## config.mk

```make
export PLATFORM = sky130hd
export DESIGN_NAME = rr_port_arbiter
export DESIGN_NICKNAME = d
export VERILOG_FILES = /design/src/rtl/rr_arb_pkg.sv /design/src/rtl/rr_pick.sv /design/src/rtl/rr_port_arbiter.sv
export SDC_FILE = /design/constraint.sdc
export NUM_CORES = 1
export LEC_CHECK = 0
export BUFFER_PORTS_ARGS = -buffer_cell sky130_fd_sc_hd__buf_4
export CAP_MARGIN = 10
export CORE_UTILIZATION = 33
export DETAILED_ROUTE_END_ITERATION = 10
export SYNTH_ARGS = -nofsm -noshare
export SYNTH_HDL_FRONTEND = slang
export SYNTH_SLANG_ARGS = --single-unit
```

## constraint.sdc

```tcl
create_clock -name clk -period 6.17 [get_ports clk]
set_input_delay 1.234 -clock clk [delete_from_list [all_inputs] [get_ports clk]]
set_output_delay 1.234 -clock clk [all_outputs]
set_load 0.1 [all_outputs]
```

## src/rtl/rr_arb_pkg.sv

```systemverilog
// Shared types and constants for the round-robin port arbiter.
package rr_arb_pkg;

  typedef enum logic {
    IDLE  = 1'b0,
    GRANT = 1'b1
  } arb_state_t;

  localparam int DEF_NREQ      = 4;
  localparam int DEF_MAX_BURST = 8;
  localparam int COUNT_W       = 8;

  // Width of a binary requester index; never narrower than one bit.
  function automatic int idx_width(input int n);
    return (n <= 2) ? 1 : $clog2(n);
  endfunction

endpackage

```

## src/rtl/rr_pick.sv

```systemverilog
// Wrapped priority pick: first set req bit at or after ptr, modulo NREQ.
module rr_pick
  import rr_arb_pkg::*;
#(
  parameter int NREQ = DEF_NREQ,
  localparam int IW  = idx_width(NREQ)
) (
  input  logic [NREQ-1:0] req,
  input  logic [IW-1:0]   ptr,
  output logic [NREQ-1:0] pick_onehot,
  output logic [IW-1:0]   pick_idx,
  output logic            pick_valid
);

  logic [2*NREQ-1:0] req_dbl;
  logic [NREQ-1:0]   rot;
  logic [NREQ-1:0]   hit;
  logic [2*NREQ-1:0] hit_dbl;

  // Rotate so that bit 0 of rot is requester ptr; bit k is (ptr+k) mod NREQ.
  assign req_dbl = {req, req};
  assign rot     = req_dbl[ptr +: NREQ];

  // Keep only the lowest set bit of the rotated vector.
  genvar gi;
  generate
    for (gi = 0; gi < NREQ; gi++) begin : g_hit
      if (gi == 0) begin : g_first
        assign hit[gi] = rot[gi];
      end else begin : g_rest
        assign hit[gi] = rot[gi] & ~(|rot[gi-1:0]);
      end
    end
  endgenerate

  // Rotate the winner back: rotated bit k lands on requester (k+ptr) mod NREQ.
  assign hit_dbl     = {hit, hit} << ptr;
  assign pick_onehot = hit_dbl[2*NREQ-1:NREQ];
  assign pick_valid  = |req;

  // Binary-encode the one-hot winner.
  always_comb begin
    pick_idx = '0;
    for (int i = 0; i < NREQ; i++) begin
      if (pick_onehot[i]) pick_idx = pick_idx | IW'(i);
    end
  end

endmodule

```

## src/rtl/rr_port_arbiter.sv

```systemverilog
// Round-robin arbiter granting one requester at a time a burst tenure on a
// shared port; tenure ends on last beat, burst limit, or request withdrawal.
module rr_port_arbiter
  import rr_arb_pkg::*;
#(
  parameter int NREQ      = DEF_NREQ,
  parameter int MAX_BURST = DEF_MAX_BURST,
  localparam int IW       = idx_width(NREQ)
) (
  input  logic            clk,
  input  logic            reset,
  input  logic            stall,
  input  logic [NREQ-1:0] req,
  input  logic [NREQ-1:0] last,
  input  logic            port_ready,
  output logic [NREQ-1:0] grant,
  output logic [IW-1:0]   grant_id,
  output logic            port_valid,
  output logic            busy
);

  localparam logic [COUNT_W:0] BURST_LIM = (COUNT_W+1)'(MAX_BURST);

  arb_state_t       state_reg, state_next;
  logic [NREQ-1:0]  grant_reg, grant_next;
  logic [IW-1:0]    grant_id_reg, grant_id_next;
  logic             busy_reg, busy_next;
  logic [IW-1:0]    ptr_reg, ptr_next;
  logic [COUNT_W-1:0] count_reg, count_next;

  logic [NREQ-1:0]  pick_onehot;
  logic [IW-1:0]    pick_idx;
  logic             pick_valid;
  logic             owner_req;
  logic             owner_last;
  logic             beat;
  logic [COUNT_W:0] count_plus;
  logic             burst_done;
  logic [IW-1:0]    ptr_after_owner;

  rr_pick #(.NREQ(NREQ)) u_pick (
    .req         (req),
    .ptr         (ptr_reg),
    .pick_onehot (pick_onehot),
    .pick_idx    (pick_idx),
    .pick_valid  (pick_valid)
  );

  // grant_id is zero while idle, so it doubles as the owner index in GRANT.
  assign owner_req       = req[grant_id_reg];
  assign owner_last      = last[grant_id_reg];
  assign port_valid      = busy_reg & owner_req & ~stall;
  assign beat            = port_valid & port_ready;
  assign count_plus      = {1'b0, count_reg} + (COUNT_W+1)'(1);
  assign burst_done      = (count_plus == BURST_LIM);
  assign ptr_after_owner = (grant_id_reg == IW'(NREQ-1)) ? '0 : grant_id_reg + IW'(1);

  assign grant    = grant_reg;
  assign grant_id = grant_id_reg;
  assign busy     = busy_reg;

  // Next-state and next-output decode; stall freezes everything.
  always_comb begin
    state_next    = state_reg;
    grant_next    = grant_reg;
    grant_id_next = grant_id_reg;
    busy_next     = busy_reg;
    ptr_next      = ptr_reg;
    count_next    = count_reg;
    case (state_reg)
      IDLE: begin
        if (!stall && pick_valid) begin
          state_next    = GRANT;
          grant_next    = pick_onehot;
          grant_id_next = pick_idx;
          busy_next     = 1'b1;
          count_next    = '0;
        end
      end
      GRANT: begin
        if (!stall) begin
          if (beat) count_next = count_plus[COUNT_W-1:0];
          // Any combination of release causes collapses into one release.
          if ((beat && (owner_last || burst_done)) || !owner_req) begin
            state_next    = IDLE;
            grant_next    = '0;
            grant_id_next = '0;
            busy_next     = 1'b0;
            ptr_next      = ptr_after_owner;
          end
        end
      end
      default: begin
        state_next    = IDLE;
        grant_next    = '0;
        grant_id_next = '0;
        busy_next     = 1'b0;
      end
    endcase
  end

  // State and output registers with asynchronous clear.
  always_ff @(posedge clk or posedge reset) begin
    if (reset) begin
      state_reg    <= IDLE;
      grant_reg    <= '0;
      grant_id_reg <= '0;
      busy_reg     <= 1'b0;
      ptr_reg      <= '0;
      count_reg    <= '0;
    end else begin
      state_reg    <= state_next;
      grant_reg    <= grant_next;
      grant_id_reg <= grant_id_next;
      busy_reg     <= busy_next;
      ptr_reg      <= ptr_next;
      count_reg    <= count_next;
    end
  end

endmodule

```

Yosys cells after proc, flatten, opt, wreduce, memory -nomap -nowiden
Cells that the tools add are included.
{"block": "word_totals", "ff_bits": 18, "elab_cells": 68}
{"block": "op_classes", "addsub": 2, "n_lt_le_gt_ge": 1, "n_eq_ne": 6, "shifts": 2, "n_mux": 28, "bitwise_logic": 11, "reduce_logical": 12}
{"op": "two-way mux 8 bit", "n": 3}
{"op": "case mux 8 bit (2 select lines)", "n": 1}
{"op": "two-way mux 2 bit", "n": 6}
{"op": "two-way mux 4 bit", "n": 3}
{"op": "adder 8 x 1 -> 9 bit (second input constant)", "n": 1}
{"op": "equality test 9 x 4 -> 1 bit (second input constant)", "n": 1}
{"op": "two-way mux 1 bit", "n": 9}
{"op": "AND reduction 3 bit", "n": 3}
{"op": "case mux 4 bit (2 select lines)", "n": 1}
{"op": "variable part select 8 x 3 -> 4 bit", "n": 1}
{"op": "left shift 8 x 2 -> 8 bit", "n": 1}
{"op": "bitwise AND 1 bit", "n": 6}
{"op": "inverter 1 bit", "n": 5}
{"op": "binary-select mux 1 bit (select 2 bit)", "n": 2}
{"op": "inequality test 2 x 1 -> 1 bit (second input constant)", "n": 2}
{"op": "inequality test 2 bit (second input constant)", "n": 2}
{"op": "case mux 1 bit (2 select lines)", "n": 2}
{"op": "case mux 2 bit (2 select lines)", "n": 1}
{"op": "OR reduction 4 bit", "n": 1}
{"op": "less-than comparator 2 x 3 -> 1 bit (second input constant)", "n": 1}
{"op": "OR reduction 3 bit", "n": 1}
{"op": "adder 2 x 1 -> 2 bit (second input constant)", "n": 1}
{"op": "equality test 2 bit (second input constant)", "n": 1}
{"op": "logical AND 1 bit", "n": 2}
{"op": "other kinds (3)", "n": 5}

Longest topological paths before layout
{"block": "logic_depth", "depth_word": 10, "depth_mapped": 6}

By module
Synthesis repeated with hierarchy kept, for this count alone.
{"block": "unflattened", "hier_cells": 144, "hier_area_um2": 1276.2}
{"mod": "rr_port_arbiter", "n_inst": 1, "cells_each": 112, "area_per_inst_um2": 1076.0, "seq_area_each_um2": 450.4}
{"mod": "rr_pick", "n_inst": 1, "cells_each": 32, "area_per_inst_um2": 200.2, "seq_area_each_um2": 0.0}

Least setup slack after synthesis
No wires, ideal clock.
{"block": "synth_path", "kind": "input-to-output", "start": "input req[2]", "end": "output port_valid", "t_arrival_ps": 2274, "t_required_ps": 4936, "path_slack_ps": 2662, "stages": 2, "cell_sequence": "mux4_2 > and3b_1"}
{"block": "synth_between", "elab_chain_len": 4}
{"item": "from (decl)", "line_no": "rr_port_arbiter.sv:13", "text": "input logic [NREQ-1:0] req,"}
{"item": "binary-select mux 1 bit (select 2 bit)", "line_no": "rr_port_arbiter.sv:50", "text": "assign owner_req = req[grant_id_reg];"}
{"item": "two-way mux 1 bit (not written as such)", "line_no": "rr_port_arbiter.sv:50"}
{"item": "bitwise AND 1 bit (2 in series)", "line_no": "rr_port_arbiter.sv:52", "text": "assign port_valid = busy_reg & owner_req & ~stall;"}
{"item": "to (decl)", "line_no": "rr_port_arbiter.sv:18", "text": "output logic port_valid,"}
No other way between the ends. The select of a mux whose other input is x is not followed.

Worst setup path in the final report
Ends and elaborated chain as after synthesis.

==> results.md <==
* Global-route wire length before repair at between 4000 and 5000 um
* Mean routed wirelength per cell at ~15 um
* Die ar. at about 3600 um^2
* Hold_sp: grant[1]
* Prevailing post-synth register cell: dfrtp_1
* Worst r2r dst: ptr_reg[1]
* Power per Cell Area at around 400 nW/um^2
* Post-synth top area cell: dfrtp_1
* Clock slew at reported path FFs at ~90 ps
* Final ANT Viol Nets at 0
* GRT overflow at 0
* Critical path's slowest cell: mux4_2
* Post-CTS setup buffer count at 0
* Part of the Yosys area used for sequential elements at 0.4013
* Count leader, synth: dfrtp_1
* Register bit total from synthesis at 18
* Post-synth EDFFs at 0
* Yosys warns at 0
* Die X at between 60 and 70 um
* Met2 WL at around 1200 um
* Sw Ratio at 0.5217
* Comb pwr share at 0.538
* CTS tree: yes
* Clock Tree Root: clkbuf_4
* Most frequent CP cell: buf_4
* Vias in the first global route at about 940
* CP cell instances: buf_4 -> mux4_2 -> and3b_1 -> buf_4
* Top cell type's share of synthesized area at 0.4013
* Slew Limit Fails at 0
* Flip-flop count of the largest register after layout at 8
* Top post-synthesis cells by area: dfrtp_1 40%, o21ai_0 4.9%, mux4_2 4.0%
* Pin count of the biggest net entering global routing at 19
* Layout cell share with drive strength beyond 1 at 0.2576
* Hold buffers post-CTS at 0
* Crit Path Class: input port to output port
* Unrepaired setup endpoints after global routing: no
* Reg power frac at 0.352
* Post-CTS resize count at 0
* Vias per cell at about 5.4
* Diodes inserted at 0
* Synth cell count leaders: 18 x dfrtp_1, 12 x nor2_1, 11 x o21ai_0
* Die height at about 60 um
* Initial antenna violation count at 0
* Endpoints failing setup at 0
* Initial DRC Count at 25
* # nets final at roughly 150
* Cells after Synth at 113
* Crit path largest cell delay at ~500 ps
* Worst hold slack at just over 500 ps
* First drt pass iteration count at 4
* Crit path required time at roughly 4900 ps
* Starting Density at 0.3588
* I/O pins at 20
* Drt total wl at 2603 um
* Netlist cell types at 42
* Peak supply drop at around 200 uV
* Ys async rst share at 1.000
* Syn-to-layout area delta at 17.61%
* All-Layer GR Usage at 0.1725
* Internal Power at approximately 0.25 mW
* Post-Syn Area per Cell at about 10 um^2
* R2R Setup Slk at 3990 ps
* Worst rel slew slack at 0.5408
* PortBufs at 19
* Clk_lat worst skew at between 200 and 300 ps
* Worst Path Arrival at roughly 2300 ps
* Remaining DRCs at 0
* Hpwl dp at between 1500 and 2000 um
* Clk sinks at 18
* Final GP Congestion at roughly 0.8
* Max Cap Violations at 0
* Setup TNS at 0 ps
* Worst r2r path cells at 6
* Hold Path Sink: grant[1]
* Leakage Power at 0.5591 nW
* Slew @ Worst Pin at around 690 ps
* CP Capture Type: output port
* Startpoint class of the critical path: input port
* Fmax at 284.2 MHz
* Core box area at roughly 3100 um^2
* Met3 wire length at between 80 and 90 um
* Clk pwr share at 0.110
* Clock Path Buffers at 2
* Status: complete, no violations
* Final Hold Viols at 0
* Synth Net Count at about 130
* Synthesized area at 1122 um^2
* Clk_skew at 10.48 ps
* CTS Buf Count at 3
* Max FO, Critical Path at 7
* Max layer used: met4
* Hold depth at 1
* Min Tclk post-route at between 3000 and 4000 ps
* Metal-1 WL at approximately 1300 um
* Psw at approximately 0.28 mW
* Hold WC Path Type: flop to flop
* Tcrit/Tclk final at 0.5703
* Via count at 950
* Crit Reg-Reg Startpoint: count_reg[0]
* Row count at 20
* H-tree levels at 1
## layout make-up
type / instances / area [um^2]
fillers: 324 / 1808
clock buffers: 3 / 22.52
repair buffers: 19 / 142.6
multi-input cells: 89 / 638.1
well taps: 44 / 55.05
inverters: 3 / 11.26
flip-flops and latches: 18 / 450.4
## power groups by stage
stage                     sequential (mW)  combinational (mW)  clock, mW
after floorplan                     0.297               0.110          0
after global placement              0.186               0.282          0
after detailed placement            0.189               0.286          0
after CTS                           0.187               0.287     0.0623
after global routing                0.193               0.302     0.0694
final                               0.187               0.285     0.0581
## worst max-delay path by stage
stage / to / slack [ps] / startpoint
6_report: port_valid / 2650 / req[2]
5_1_grt: port_valid / 2630 / req[0]
4_1_cts: port_valid / 2650 / req[0]
3_5_place_dp: port_valid / 2650 / req[0]
3_3_place_gp: port_valid / 2660 / req[2]
2_1_floorplan: port_valid / 2660 / req[2]
## layout by cell type, fill, tap and decap left out, drive strengths merged, types with 2 or more instances in the layout
cell and n:
nand2b 4, nand2 9, and3 2, nand4 2, mux4 2, buf 19, o21a 2, o2bb2ai 2
clkbuf 3, ha 3, a21oi 6, o22ai 2, nor2 12, mux2 2, a32o 2, a211oi 2
a22o 2, dfrtp 18, inv 3, a31oi 4, o21ai 11, nand3 5
## per-stage QoR
step	setup WS, ps	power (mW)	std cells	area, um^2	util
3_5_place_dp	2650	0.4754	173	1297	0.4148
4_1_cts	2650	0.5361	176	1320	0.4220
6_report	2651	0.5302	176	1320	0.4220
2_1_floorplan	2662	0.4070	113	1122	-
3_3_place_gp	2661	0.4682	173	1297	0.4148
5_1_grt	2627	0.5640	176	1320	0.4220
## logic make-up (layout without fill, tap and decap cells)
group / count (synthesis) / in the layout / share of synthesized area
flip-flops: 18 / 18 / 0.4013
buffers and inverters: 6 / 25 / 0.03010
AND/OR/NAND/NOR: 41 / 41 / 0.1884
multiplexers: 4 / 4 / 0.06020
AO/OA/AOI/OAI: 41 / 41 / 0.2865
adder cells (fa/ha/maj): 3 / 3 / 0.03345
## per-layer routing
layer,track usage,vias to the layer above
met2,0.2826,16
met1,0.2300,454
li1,-,478
met4,0.06977,0
met3,0.02165,2
met5,0,-
## critical path: cells and delay by family
| kind | cells | cell delay [ps] |
|---|---|---|
| mux | 1 | 500 |
| buf+inv | 2 | 370 |
| simple gates | 1 | 190 |
Power figures use the tool's default switching activity.
